==> config.mk <==
export PLATFORM = sky130hd
export DESIGN_NAME = stack_flit_merge
export DESIGN_NICKNAME = d
export VERILOG_FILES = /design/src/rtl/stack_flit_merge.sv
export SDC_FILE = /design/constraint.sdc
export NUM_CORES = 1
export LEC_CHECK = 0
export CAP_MARGIN = 20
export CORE_MARGIN = 1.5
export CORE_UTILIZATION = 61
export CTS_CLUSTER_SIZE = 28
export DETAILED_ROUTE_END_ITERATION = 10
export PLACE_DENSITY = 0.85
export SYNTH_ARGS = -nofsm -noshare
export SYNTH_HDL_FRONTEND = slang
export SYNTH_SLANG_ARGS = --single-unit
==> constraint.sdc <==
create_clock -name clk -period 6.2 [get_ports clk]
set_input_delay 1.24 -clock clk [delete_from_list [all_inputs] [get_ports clk]]
set_output_delay 1.24 -clock clk [all_outputs]
set_load 0.1 [all_outputs]
==> src/rtl/stack_flit_merge.sv <==
// stack_flit_merge: per-link flit reassembly into wide packet words, merged
// onto one registered output by a packet-granular round-robin arbiter.
//
// Handshake semantics (all ports): a transfer happens on a rising clk edge
// where valid and ready are both high. A producer holding valid keeps its
// payload stable until the transfer; ready may be asserted independently of
// valid. out_* never change while out_valid is high and out_ready is low.
module stack_flit_merge #(
  parameter int NUM_LINKS = 2,
  parameter int FLIT_W    = 11,
  parameter int MAX_FLITS = 4,
  localparam int P     = FLIT_W - 1,
  localparam int OUT_W = MAX_FLITS * P,
  localparam int CW    = $clog2(MAX_FLITS + 1),
  localparam int LW    = (NUM_LINKS > 1) ? $clog2(NUM_LINKS) : 1,
  localparam int IW    = (MAX_FLITS > 1) ? $clog2(MAX_FLITS) : 1
) (
  input  logic                        clk,
  input  logic                        _reset,
  input  logic [NUM_LINKS*FLIT_W-1:0] in_data,
  input  logic [NUM_LINKS-1:0]        in_valid,
  output logic [NUM_LINKS-1:0]        in_ready,
  output logic [OUT_W-1:0]            out_data,
  output logic [CW-1:0]               out_count,
  output logic [LW-1:0]               out_link,
  output logic                        out_valid,
  input  logic                        out_ready,
  output logic [NUM_LINKS-1:0]        err_overflow,
  input  logic                        err_clear,
  output logic [2*NUM_LINKS-1:0]      dbg_state
);

  // ASSEMBLE collects flits, HOLD waits for the output grant, DISCARD drops
  // the remainder of an over-long sequence up to and including its tail.
  typedef enum logic [1:0] {
    ASSEMBLE = 2'd0,
    HOLD     = 2'd1,
    DISCARD  = 2'd2
  } link_state_t;

  link_state_t            state_q [NUM_LINKS];
  link_state_t            state_d [NUM_LINKS];
  logic [IW-1:0]          idx_q   [NUM_LINKS];
  logic [IW-1:0]          idx_d   [NUM_LINKS];
  logic [OUT_W-1:0]       asm_q   [NUM_LINKS];
  logic [OUT_W-1:0]       asm_d   [NUM_LINKS];
  logic [CW-1:0]          cnt_q   [NUM_LINKS];
  logic [CW-1:0]          cnt_d   [NUM_LINKS];

  logic [NUM_LINKS-1:0]   hold_vec;
  logic [NUM_LINKS-1:0]   accept;
  logic [NUM_LINKS-1:0]   grant_vec;
  logic [NUM_LINKS-1:0]   ovf_set;
  logic [FLIT_W-1:0]      flit;
  logic [LW-1:0]          rr_ptr;
  logic [LW-1:0]          grant_idx;
  logic [LW-1:0]          slot;
  logic                   any_grant;
  logic                   loadable;

  // Link index base+off wrapped into 0..NUM_LINKS-1.
  function automatic logic [LW-1:0] rr_slot(input logic [LW-1:0] base, input int off);
    int s;
    s = int'(base) + off;
    if (s >= NUM_LINKS) s = s - NUM_LINKS;
    return LW'(s);
  endfunction

  // Per-link ready, accept strobes and exposed FSM state.
  always_comb begin
    hold_vec  = '0;
    accept    = '0;
    in_ready  = '0;
    dbg_state = '0;
    for (int k = 0; k < NUM_LINKS; k++) begin
      hold_vec[k]          = (state_q[k] == HOLD);
      in_ready[k]          = (state_q[k] != HOLD) & _reset;
      accept[k]            = in_valid[k] & in_ready[k];
      dbg_state[k*2 +: 2]  = state_q[k];
    end
  end

  // Round-robin pick of the first holding link at or after rr_ptr.
  always_comb begin
    loadable  = !out_valid || out_ready;
    any_grant = 1'b0;
    grant_idx = '0;
    grant_vec = '0;
    slot      = '0;
    for (int i = 0; i < NUM_LINKS; i++) begin
      slot = rr_slot(rr_ptr, i);
      if (loadable && !any_grant && hold_vec[slot]) begin
        any_grant       = 1'b1;
        grant_idx       = slot;
        grant_vec[slot] = 1'b1;
      end
    end
  end

  // Link FSM next-state: assembly, overflow detection and resync.
  always_comb begin
    flit    = '0;
    ovf_set = '0;
    for (int k = 0; k < NUM_LINKS; k++) begin
      state_d[k] = state_q[k];
      idx_d[k]   = idx_q[k];
      asm_d[k]   = asm_q[k];
      cnt_d[k]   = cnt_q[k];
      flit       = in_data[k*FLIT_W +: FLIT_W];
      case (state_q[k])
        ASSEMBLE: begin
          if (accept[k]) begin
            asm_d[k][int'(idx_q[k])*P +: P] = flit[P-1:0];
            if (flit[FLIT_W-1]) begin
              cnt_d[k]   = CW'(idx_q[k]) + CW'(1);
              state_d[k] = HOLD;
            end else if (idx_q[k] == IW'(MAX_FLITS - 1)) begin
              // Too many flits: drop what we have and wait for the tail.
              asm_d[k]   = '0;
              idx_d[k]   = '0;
              ovf_set[k] = 1'b1;
              state_d[k] = DISCARD;
            end else begin
              idx_d[k] = idx_q[k] + IW'(1);
            end
          end
        end
        HOLD: begin
          if (grant_vec[k]) begin
            state_d[k] = ASSEMBLE;
            idx_d[k]   = '0;
            asm_d[k]   = '0;
          end
        end
        DISCARD: begin
          if (accept[k] && flit[FLIT_W-1]) begin
            state_d[k] = ASSEMBLE;
            idx_d[k]   = '0;
          end
        end
        default: begin
          state_d[k] = ASSEMBLE;
          idx_d[k]   = '0;
          asm_d[k]   = '0;
        end
      endcase
    end
  end

  // Link FSM state, index, buffer and count registers.
  always_ff @(posedge clk or negedge _reset) begin
    if (!_reset) begin
      for (int k = 0; k < NUM_LINKS; k++) begin
        state_q[k] <= ASSEMBLE;
        idx_q[k]   <= '0;
        asm_q[k]   <= '0;
        cnt_q[k]   <= '0;
      end
    end else begin
      for (int k = 0; k < NUM_LINKS; k++) begin
        state_q[k] <= state_d[k];
        idx_q[k]   <= idx_d[k];
        asm_q[k]   <= asm_d[k];
        cnt_q[k]   <= cnt_d[k];
      end
    end
  end

  // Sticky overflow flags; a new overflow wins over a same-cycle clear.
  always_ff @(posedge clk or negedge _reset) begin
    if (!_reset) begin
      err_overflow <= '0;
    end else begin
      err_overflow <= ovf_set | (err_overflow & ~{NUM_LINKS{err_clear}});
    end
  end

  // Output register: reload on grant, drop valid when drained with nothing held.
  always_ff @(posedge clk or negedge _reset) begin
    if (!_reset) begin
      out_valid <= 1'b0;
      out_data  <= '0;
      out_count <= '0;
      out_link  <= '0;
      rr_ptr    <= '0;
    end else if (loadable) begin
      if (any_grant) begin
        out_valid <= 1'b1;
        out_data  <= asm_q[grant_idx];
        out_count <= cnt_q[grant_idx];
        out_link  <= grant_idx;
        rr_ptr    <= rr_slot(grant_idx, 1);
      end else begin
        out_valid <= 1'b0;
      end
    end
  end

endmodule

# After elaboration in Yosys (flattened, before gate mapping)
# Cells that the tools add are included.
dict set report word_totals {
  register_bits 142
  input_bits 28
  out_inout_bits 53
  wordCells 153
}
dict set report op_classes {
  add_sub_neg 11
  multipliers 2
  magnitude_cmp 8
  eq_ne 18
  n_shift 4
  muxes 64
  bitwise_logic 11
  reduce_logical 21
}
# op count
set op_table {}
lappend op_table {{$mux W40} 11}
lappend op_table {{$pmux W40 S3} 2}
lappend op_table {{$bwmux W40} 2}
lappend op_table {{$shift A10 B33 Y40 const A} 2}
lappend op_table {{$shiftx A10 B33 Y40} 2}
lappend op_table {{$neg A6 Y33} 2}
lappend op_table {{$mux W2} 18}
lappend op_table {{$pmux W2 S3} 4}
lappend op_table {{$mux W1} 22}
lappend op_table {{$reduce_and A4 Y1} 4}
lappend op_table {{$ne A2 B2 Y1 const B} 6}
lappend op_table {{$reduce_and A3 Y1} 4}
lappend op_table {{$mul A2 B3 Y5 const B} 2}
lappend op_table {{$mux W3} 3}
lappend op_table {{$eq A2 B2 Y1 const B} 4}
lappend op_table {{$ne A2 B1 Y1 const B} 4}
lappend op_table {{$logic_and A1 B1 Y1} 7}
lappend op_table {{$add A2 B1 Y3 const B} 2}
lappend op_table {{$ge A2 B2 Y1 const B} 3}
lappend op_table {{$ne A3 B3 Y1 const B} 2}
lappend op_table {{$add A1 B1 Y2 const B} 2}
lappend op_table {{$add A2 B1 Y2 const B} 2}
lappend op_table {{$and A1 B1 Y1} 4}
lappend op_table {{$eq A2 B1 Y1 const B} 2}
lappend op_table {{other kinds (14)} 23}

# Logic depth before layout (Yosys ltp)
# Gate-level depths: netlist of the first run.
dict set report depth {
  depth_word 14
  ltp_mapped 11
  mapped_depth_nobuf 6
}

# Worst setup path after synthesis of the first run
# Ideal clock, no wire load.
dict set report synth_path {
  path_type {input -> output}
  from {input port _reset}
  to {output port in_ready[0]}
  t_arrival_ps 2160
  t_required_ps 4960
  setup_slack_ps 2800
  stages 2
  path_buffers 1
  path_cell_list {buf_2 -> and2_1}
}
dict set report synth_via {
  elab_chain_cells 1
}
# item line
set synth_lines {}
lappend synth_lines {{start, declared} 19} ;# input logic _reset,
lappend synth_lines {{$and A1 B1 Y1} 77} ;# in_ready[k] = (state_q[k] != HOLD) & _reset;
lappend synth_lines {{end, declared} 22} ;# output logic [NUM_LINKS-1:0] in_ready,
# No other way between the ends.

# Worst setup path after layout of the first run
# Ends and elaborated chain as after synthesis.

==> results.md, run 1 <==
- The via count of the first global-routing pass is about 6400.
- The die covers about 0.013 sq mm.
- The number of remaining DRC errors is 0.
- From left edge to right edge, the die measures around 110 um.
- The iteration count of the initial detailed-routing pass is 5.
- The worst hold path passes through 2 cells.
- In this run the worst path has a maximum fanout of 76.
- The run finished with clean final reports.
- 0 antenna diodes ended up in the layout.
- After synthesis, the cell types taking the most area are dfrtp_1, nand2_1, a22oi_1.
- The filler cells instantiated in the layout total ~830.
- Between clock sinks in the finished design, the worst skew comes to 0.00814 ns.
- The number of hold-slack violations in the final timing report is 0.
- The hold buffer count at cts is 0.
- The clock buffer count from CTS is 17.
- The placement row count is 40.
- Setup violations remaining at the end of the flow were counted as 0.
- Per report_power, the combinational group accounts for about half of the total.
- The total of flip-flops plus latches after synthesis is roughly 140.
- The post-detailed-route via-to-cell ratio is ~6.8.
- The number of max-slew violations in the final report is 0.
- The startpoint of the most critical hold path is out_data[16].
- In the global route stage, overall resource usage came out at 35.7%.
- The setup fix buffers added after clock tree synthesis is 0.
- After technology mapping, the gate count stands at 745.
- In this run, synthesis inferred 0 flip-flops with an integrated enable.
- The clock tree buffer depth is 2.
- The synthesized net count is between 700 and 800.
- The number of cells upsized or downsized after cts is 0.
- The critical path endpoint category is an output port.
- STA classifies the critical path startpoint as an input pin.
- In this run the static leakage power is a little under 4 nW.
- The endpoint arrival time on the critical path is 3.13 ns.
- The growth of design area from synthesis to finish is 19.7%.
- The dominant register cell in the synthesized netlist is dfrtp_1.
- The first global-routing pass estimated between 30000 and 40000 um of wire.
- The count of maximum capacitance violations is 0.
- The startpoint identified for the worst register-to-register timing path is idx_q[2].
- The routability-driven placement congestion ratio is 0.945.
- The largest total area in the synthesized netlist belongs to dfrtp_1.
- Wires add up to 21800 um.
- The number of port buffers is 80.
- The commonest cells after synthesis are dfrtp_1, nand2_1, a22oi_1, o21ai_0, o2bb2ai_1.
- The fraction of power spent switching nets is approximately half.
- In the finished design, the share of the clock period the worst path needs comes to a little over two thirds.
- The required time of the worst setup path is approximately 5 ns.
- Of the total power, registers draw ~28%.
- The number of warning messages in the yosys log is 0.
- The area of the core is about 0.012 sq mm.
- The worst-case vdd ir drop is approximately 0.00038 V.
- Clock tree synthesis found a total of about 140 sinks.
- For the pin with the worst max-slew slack, the measured transition is 1.03 ns.
- The worst flop-to-flop path endpoint is asm_q[51].
- The H-tree generated during clock tree synthesis spans 4 levels.
- For this run, the post-layout net count is roughly 840.
- Subtracting the final worst setup slack from the clock period gives roughly 4.4 ns.
- The clock share of power is 21.9%.
- The launching element of the worst setup path is _reset.
- The area share of the largest cell type after synthesis is 47.6%.
- The total global routing overflow is 0.
- The iteration-0 DRC count of the detailed router is just over 800.
- The pin count of the biggest net entering global routing is ~80.
- In this run the tightest slew margin relative to its limit is 31.2%.
- The count of nets left with antenna violations once routing finished came out at 0.
- The number of antenna violations at the first check in global routing is 0.
- The highest attainable clock frequency is 229 MHz.
- For hold timing, the worst endpoint is out_data[16].
- The cell sitting at the root of the clock tree is a clkbuf_16.
- The worst register-to-register path has a setup slack of 2.41 ns.
- Summing over every cut layer, the via total after detailed routing is 6485.
- The initial utilization of the core area, before any placement, comes to 62.4%.
- The total power after layout is around 5.3 mW.
- The area of the mapped netlist is 0.00746 sq mm.
- The cell with the most instances after synthesis is dfrtp_1.
- The detail-routed net length per standard cell is 22.7 um.
- The later pin in the worst-skew pair is clocked with a latency of approximately 0.44 ns.
- The total negative slack is 0 ns.
- The number of distinct library cells after synthesis is 72.
- Setup repair after global routing left no endpoint under its margin.
- The worst min-delay path class is flip-flop to flip-flop.
- The average cell area after synthesis is around 10 sq um.
- The power density over cell area is ~590 mW/mm^2.
- The share of async-settable or async-resettable flops after synthesis is 100%.
- The clock tree from TritonCTS is built.
- The share of cells above drive strength 1 is a little under 9%.
- The I/O pin count is 81.
- The HPWL reported at the end of detailed placement is around 15000 um.
- The share of the yosys chip area belonging to registers is around 48%.
- The number of cells on the worst reg-to-reg path is 6.
- The type of the worst setup path is input pin to output port.
- The design internal power is ~2.7 mW.
- The die boundary height is approximately 110 um.
- The clock slew at the register clock pins of the worst setup and hold paths is approximately 0.06 ns.
- The analysis attributes to net switching a power of about 2.6 mW.
worst max-delay path by stage:
stage	end	slack (ns)	cells after the start
finish	in_ready[0]	1.83	3
global route	in_ready[0]	1.71	3
CTS	in_ready[0]	1.80	3
detailed placement	in_ready[0]	1.80	3
global placement	in_ready[0]	1.84	3
floorplan	in_ready[0]	2.80	2
cells by family (layout without fill, tap and decap cells):
group | after synthesis | after routing | synth area share [%]
AOI/OAI and AO/OA | 218 | 218 | 22.3
muxes | 33 | 33 | 4.76
buffers and inverters | 72 | 138 | 4.48
DFF | 142 | 142 | 47.6
and+or+nand+nor | 268 | 268 | 18.8
adders and majority gates | 12 | 12 | 2.01
power by group through the flow:
stage               sequential [mW]  clock [mW]  combinational (mW)
detailed placement             1.47           0                2.57
CTS                            1.46        1.15                2.59
global route                   1.50        1.19                2.78
global placement               1.46           0                2.53
floorplan                      2.12           0                1.25
finish                         1.47        1.15                2.63
per-stage QoR:
stage	hold slack (ns)	instances	setup slack [ns]	area, sq um	utilization, %
final	0.463	958	1.83	8930	74.6
after global placement	0.450	925	1.84	8230	68.8
after floorplan	0.450	745	2.80	7460	-
after detailed placement	0.455	925	1.80	8230	68.8
after global routing	0.490	958	1.71	8930	74.6
after CTS	0.468	957	1.80	8900	74.4
per-layer routing:
| layer | routed length [um] | share of wire, % | GRT usage [%] |
|---|---|---|---|
| met5 | 0 | 0 | 0 |
| met4 | 580 | 2.7 | 11.1 |
| met2 | 10300 | 47 | 55.7 |
| met1 | 9080 | 42 | 48.5 |
| met3 | 1820 | 8.4 | 10.7 |
sequential cells by signal, summed over array words and instances (netlist names):
| name | count |
|---|---|
| out_link | 1 |
| idx_q | 4 |
| err_overflow | 2 |
| out_data | 40 |
| cnt_q | 6 |
| dbg_state | 4 |
| out_valid | 1 |
| rr_ptr | 1 |
| out_count | 3 |
| asm_q | 80 |
worst max-delay path, cell delays in order:
cell and delay, ns:
buf_6 0.50, and2_1 0.22, clkdlybuf4s50_1 1.14
final cells by class:
cell class	count	area, sq um	share of cell area, %
tap	147	184	2.06
timing repair buffer	85	860	9.63
clock inverter	9	180	2.02
inverter	21	78.8	0.883
multi-input combinational	531	3580	40.1
sequential	142	3550	39.8
clock buffer	23	488	5.47
cells in the final DEF, fill, tap and decap left out, types with 5 or more instances in the layout:
cell and count:
o221ai_1 7, bufinv_16 5, o2bb2ai_1 38, a22oi_1 51
ha_1 12, inv_1 20, nand2b_1 16, or2_2 5
dfrtp_1 142, a22o_1 20, nor2b_1 11, clkbuf_16 17
nor2_1 21, nand4_1 6, a21o_1 7, nand3b_1 7
mux2_2 10, nand3_1 29, a21oi_1 11, nand2_1 120
clkdlybuf4s50_1 79, a32o_1 6, o21ai_0 38, nor3_1 13
mux2i_1 22
Power figures use the tool's default switching activity.
==> run 2: changes to the inputs <==
--- a/config.mk
+++ b/config.mk
@@ -7,10 +7,10 @@
 export LEC_CHECK = 0
 export CAP_MARGIN = 20
 export CORE_MARGIN = 1.5
-export CORE_UTILIZATION = 61
+export CORE_UTILIZATION = 57
 export CTS_CLUSTER_SIZE = 28
 export DETAILED_ROUTE_END_ITERATION = 10
-export PLACE_DENSITY = 0.85
+export PLACE_DENSITY = 0.8
 export SYNTH_ARGS = -nofsm -noshare
 export SYNTH_HDL_FRONTEND = slang
 export SYNTH_SLANG_ARGS = --single-unit
==> constraint.sdc (replaced) <==
create_clock -name clk -period 4.2 [get_ports clk]
set_input_delay 0.84 -clock clk [delete_from_list [all_inputs] [get_ports clk]]
set_output_delay 0.84 -clock clk [all_outputs]
set_load 0.1 [all_outputs]
==> run 2 against run 1 <==
  * Critical path depth shrank 2
  * Hold slack got worse by 0.17 ns
  * Critical path type is now flip-flop to output port
  * Sequential share of layout area rose by 0.067 points
  * Sequential power grew 44%
  * Flip-flop and latch count unchanged
  * Routed wire length is 0.82% lower
  * Global-route usage down 3.4 points
==> results.md, run 2 (synthesis gave the netlist of run 1 again) <==
- The library cell used most frequently in the layout, excluding fill and tap cells, is dfrtp_1.
- Entering global routing, the biggest net connects 67 pins.
- The number of diodes is 0.
- The minimum period implied by the final worst setup slack is just over 3 ns.
- Global routing finished with a remaining overflow of 0.
- The HPWL reported at the end of detailed placement is around 15000 um.
- The iteration-0 DRC count of the detailed router is between 600 and 700.
- The number of cells on the worst reg-to-reg path is 7.
- For the final database, setup skew stands at 0.00928 ns.
- The clock tree buffer depth is 2.
- The total number of cells along the worst setup path is 1.
- The global-route wire length before repair is 34600 um.
- The critical path is of the flip-flop to output port type.
- After clock tree synthesis, the clock-pin slew on the worst setup and hold paths is roughly 0.060 ns.
- Fill cells in the final layout number 972.
- The final non-filler cell total is between 900 and 1000.
- The H-tree was split into 4 levels.
- Including well taps, the total number of placed cells is about 960.
- The endpoint arrival time on the critical path is around 2.2 ns.
- The hold buffer count at cts is 0.
- Max-cap violations in this run came to 0.
- The starting utilization of the core area is between 50% and 60%.
- Cells with a size suffix above 1 make up under 10% of the layout.
- Dividing total power by cell area gives a power density of about 850 mW/mm^2.
- The number of antenna violations at the first check in global routing came to 0.
- The setup fix buffers added after clock tree synthesis is 0.
- The routed length on met2 is 10400 um.
- The full die area is around 0.014 sq mm.
- Cell internal power was estimated by the tool at roughly 3.8 mW.
- The post-detailed-route via-to-cell ratio is between 6 and 7.
- Setup violations remaining at the end of the flow were counted as 0.
- Input and output buffers added on the ports amount to 80.
- The category of the worst setup path launch point is a flip-flop.
- The total negative slack is 0 ns.
- The I/O pin count is between 80 and 90.
- The number of hold-slack violations in the final timing report is 0.
- The register with the most flip-flops in the layout has 80 of them.
- The multi-input combinational cell area is approximately 0.0036 sq mm.
- On the worst path, the slowest cell contributes a delay of ~1.2 ns.
- asm_q holds more flip-flops than any other register.
- Before antenna repair, the detailed router went through 5 iterations.
- The critical path endpoint category is an output port.
- The clock net in this run drives a total of between 100 and 150 sinks.
- The post-route clock period utilization is just over 70%.
- Registers are responsible for approximately 28% of the overall power.
- After detailed routing, the met3 layer carries 1760 um of wire.
- After detailed routing, the total wire length is ~22000 um.
- The largest registers in the layout are asm_q (80), out_data (40), cnt_q (6).
- The run finished with clean final reports.
- For this run, the share of the core covered by cells in the final layout is between 70% and 80%.
- The required time of the worst setup path is ~3.4 ns.
- The die boundary height is around 120 um.
- After floorplanning, the core was divided into 41 placement rows.
- Setup repair after global routing left no endpoint under its margin.
- The clock share of power is 20.3%.
- The detailed router used layers up to and including met4.
- The root buffer selected by CTS is clkbuf_16.
- For this block, wires on met1 add up to ~8900 um.
- In this run, CTS created clock tree buffers numbering 17.
- The critical path buffer and inverter count is 1.
- The path class of the tightest hold or removal check is input pin to async pin.
- The clock tree from TritonCTS is built.
- The area of the core is 0.0127 sq mm.
- In the routed design, unresolved DRC markers number 0.
- The number of max-slew violations in the final report came to 0.
- The growth of design area from synthesis to finish is 19.5%.
- The congestion estimate from routability-driven global placement came to around 0.95.
- The number of cells upsized or downsized after cts is 0.
- The total routing resource utilization after global routing is between 30% and 40%.
- The worst-case IR drop observed on VDD is slightly below 0.0006 V.
- Of the total power, the share spent switching nets is ~50%.
- Along the worst path, the maximum fanout reaches 11.
- The number of nets at the end of the flow is ~840.
- The via count of the first global-routing pass is roughly 6000.
- In the layout the commonest cells are dfrtp_1, nand2_1, clkdlybuf4s50_1.
- The sequential cells in the finished layout cover a total of approximately 0.0036 sq mm.
- The signal on the critical path passes through clkdlybuf4s50_1.
- Static timing analysis puts the maximum clock frequency at 327 MHz.
- In this run the power spent charging and discharging nets is between 3 and 4 mW.
- Grouping stages by cell kind, the critical path spends the most delay in buffers and inverters.
- The share of total power dissipated in combinational logic is between 50% and 60%.
- For the pin with the worst max-slew slack, the measured transition is just over 1 ns.
- The routed layout has approximately 6400 vias.
- The static leakage is 3.95 nW.
- Final hold analysis gives a worst-case slack of a little under 0.3 ns.
- Clock latency on the worst-skew pair, taken at its later pin, is 0.43 ns.
- The worst pin sits at a relative slew slack of roughly 31%.
- On the critical path, the stage with the largest delay is an instance of clkdlybuf4s50_1.
- The post-route antenna net violation count is 0.
- In the final routed layout, each cell accounts on average for approximately 22 um.
- The die is roughly 120 um wide.
-- run 2: changes by cell type in the layout (fill, tap and decap cells not counted), sizes merged --
cell / before / now
inv: 20 / 28
buf: 6 / 13
clkbuf: 23 / 17
bufinv: 5 / 2
clkdlybuf4s50: 79 / 77
clkinvlp: 1 / 2
-- run 2: final cells by class --
type | count | area share, %
clock buffers | 17 | 4.77
clock inverters | 15 | 1.98
inverters | 21 | 0.884
multi-input cells | 531 | 40.2
flip-flops and latches | 142 | 39.9
well taps | 172 | 2.41
repair buffers | 90 | 9.87
-- run 2: layer usage --
metal | global-route usage [%] | vias up
met5 | 0 | -
met4 | 11.7 | 0
met3 | 7.68 | 40
met2 | 51.6 | 272
met1 | 43.4 | 3182
li1 | - | 2892
-- run 2: power by group through the flow --
stage | sequential, mW | combinational (mW) | clock [mW]
floorplan | 3.13 | 1.84 | 0
detailed placement | 2.12 | 3.89 | 0
finish | 2.12 | 3.94 | 1.54
global placement | 2.11 | 3.86 | 0
global route | 2.16 | 4.19 | 1.62
CTS | 2.11 | 3.91 | 1.54
-- run 2: path summary, 6_finish.rpt --
check                        startpoint           end  slack [ns]
setup / recovery           dbg_state[1]  dbg_state[1]        1.14
hold / removal                   _reset   out_data[2]        0.29
setup reg to reg               idx_q[0]      asm_q[7]        1.33
hold reg to reg            out_data[35]  out_data[35]        0.47
max in group asynchronous        _reset  out_data[30]        2.77
min in group clk           out_data[35]  out_data[35]        0.47
-- run 2: through the flow --
stage                     total power [mW]  area [sq um]  setup slack [ns]
final                                 7.61          8910              1.14
after global routing                  7.96          8910              1.10
after CTS                             7.56          8900              1.15
after detailed placement              6.00          8300              1.23
after global placement                5.97          8300              1.32
after floorplan                       4.97          7460              1.21
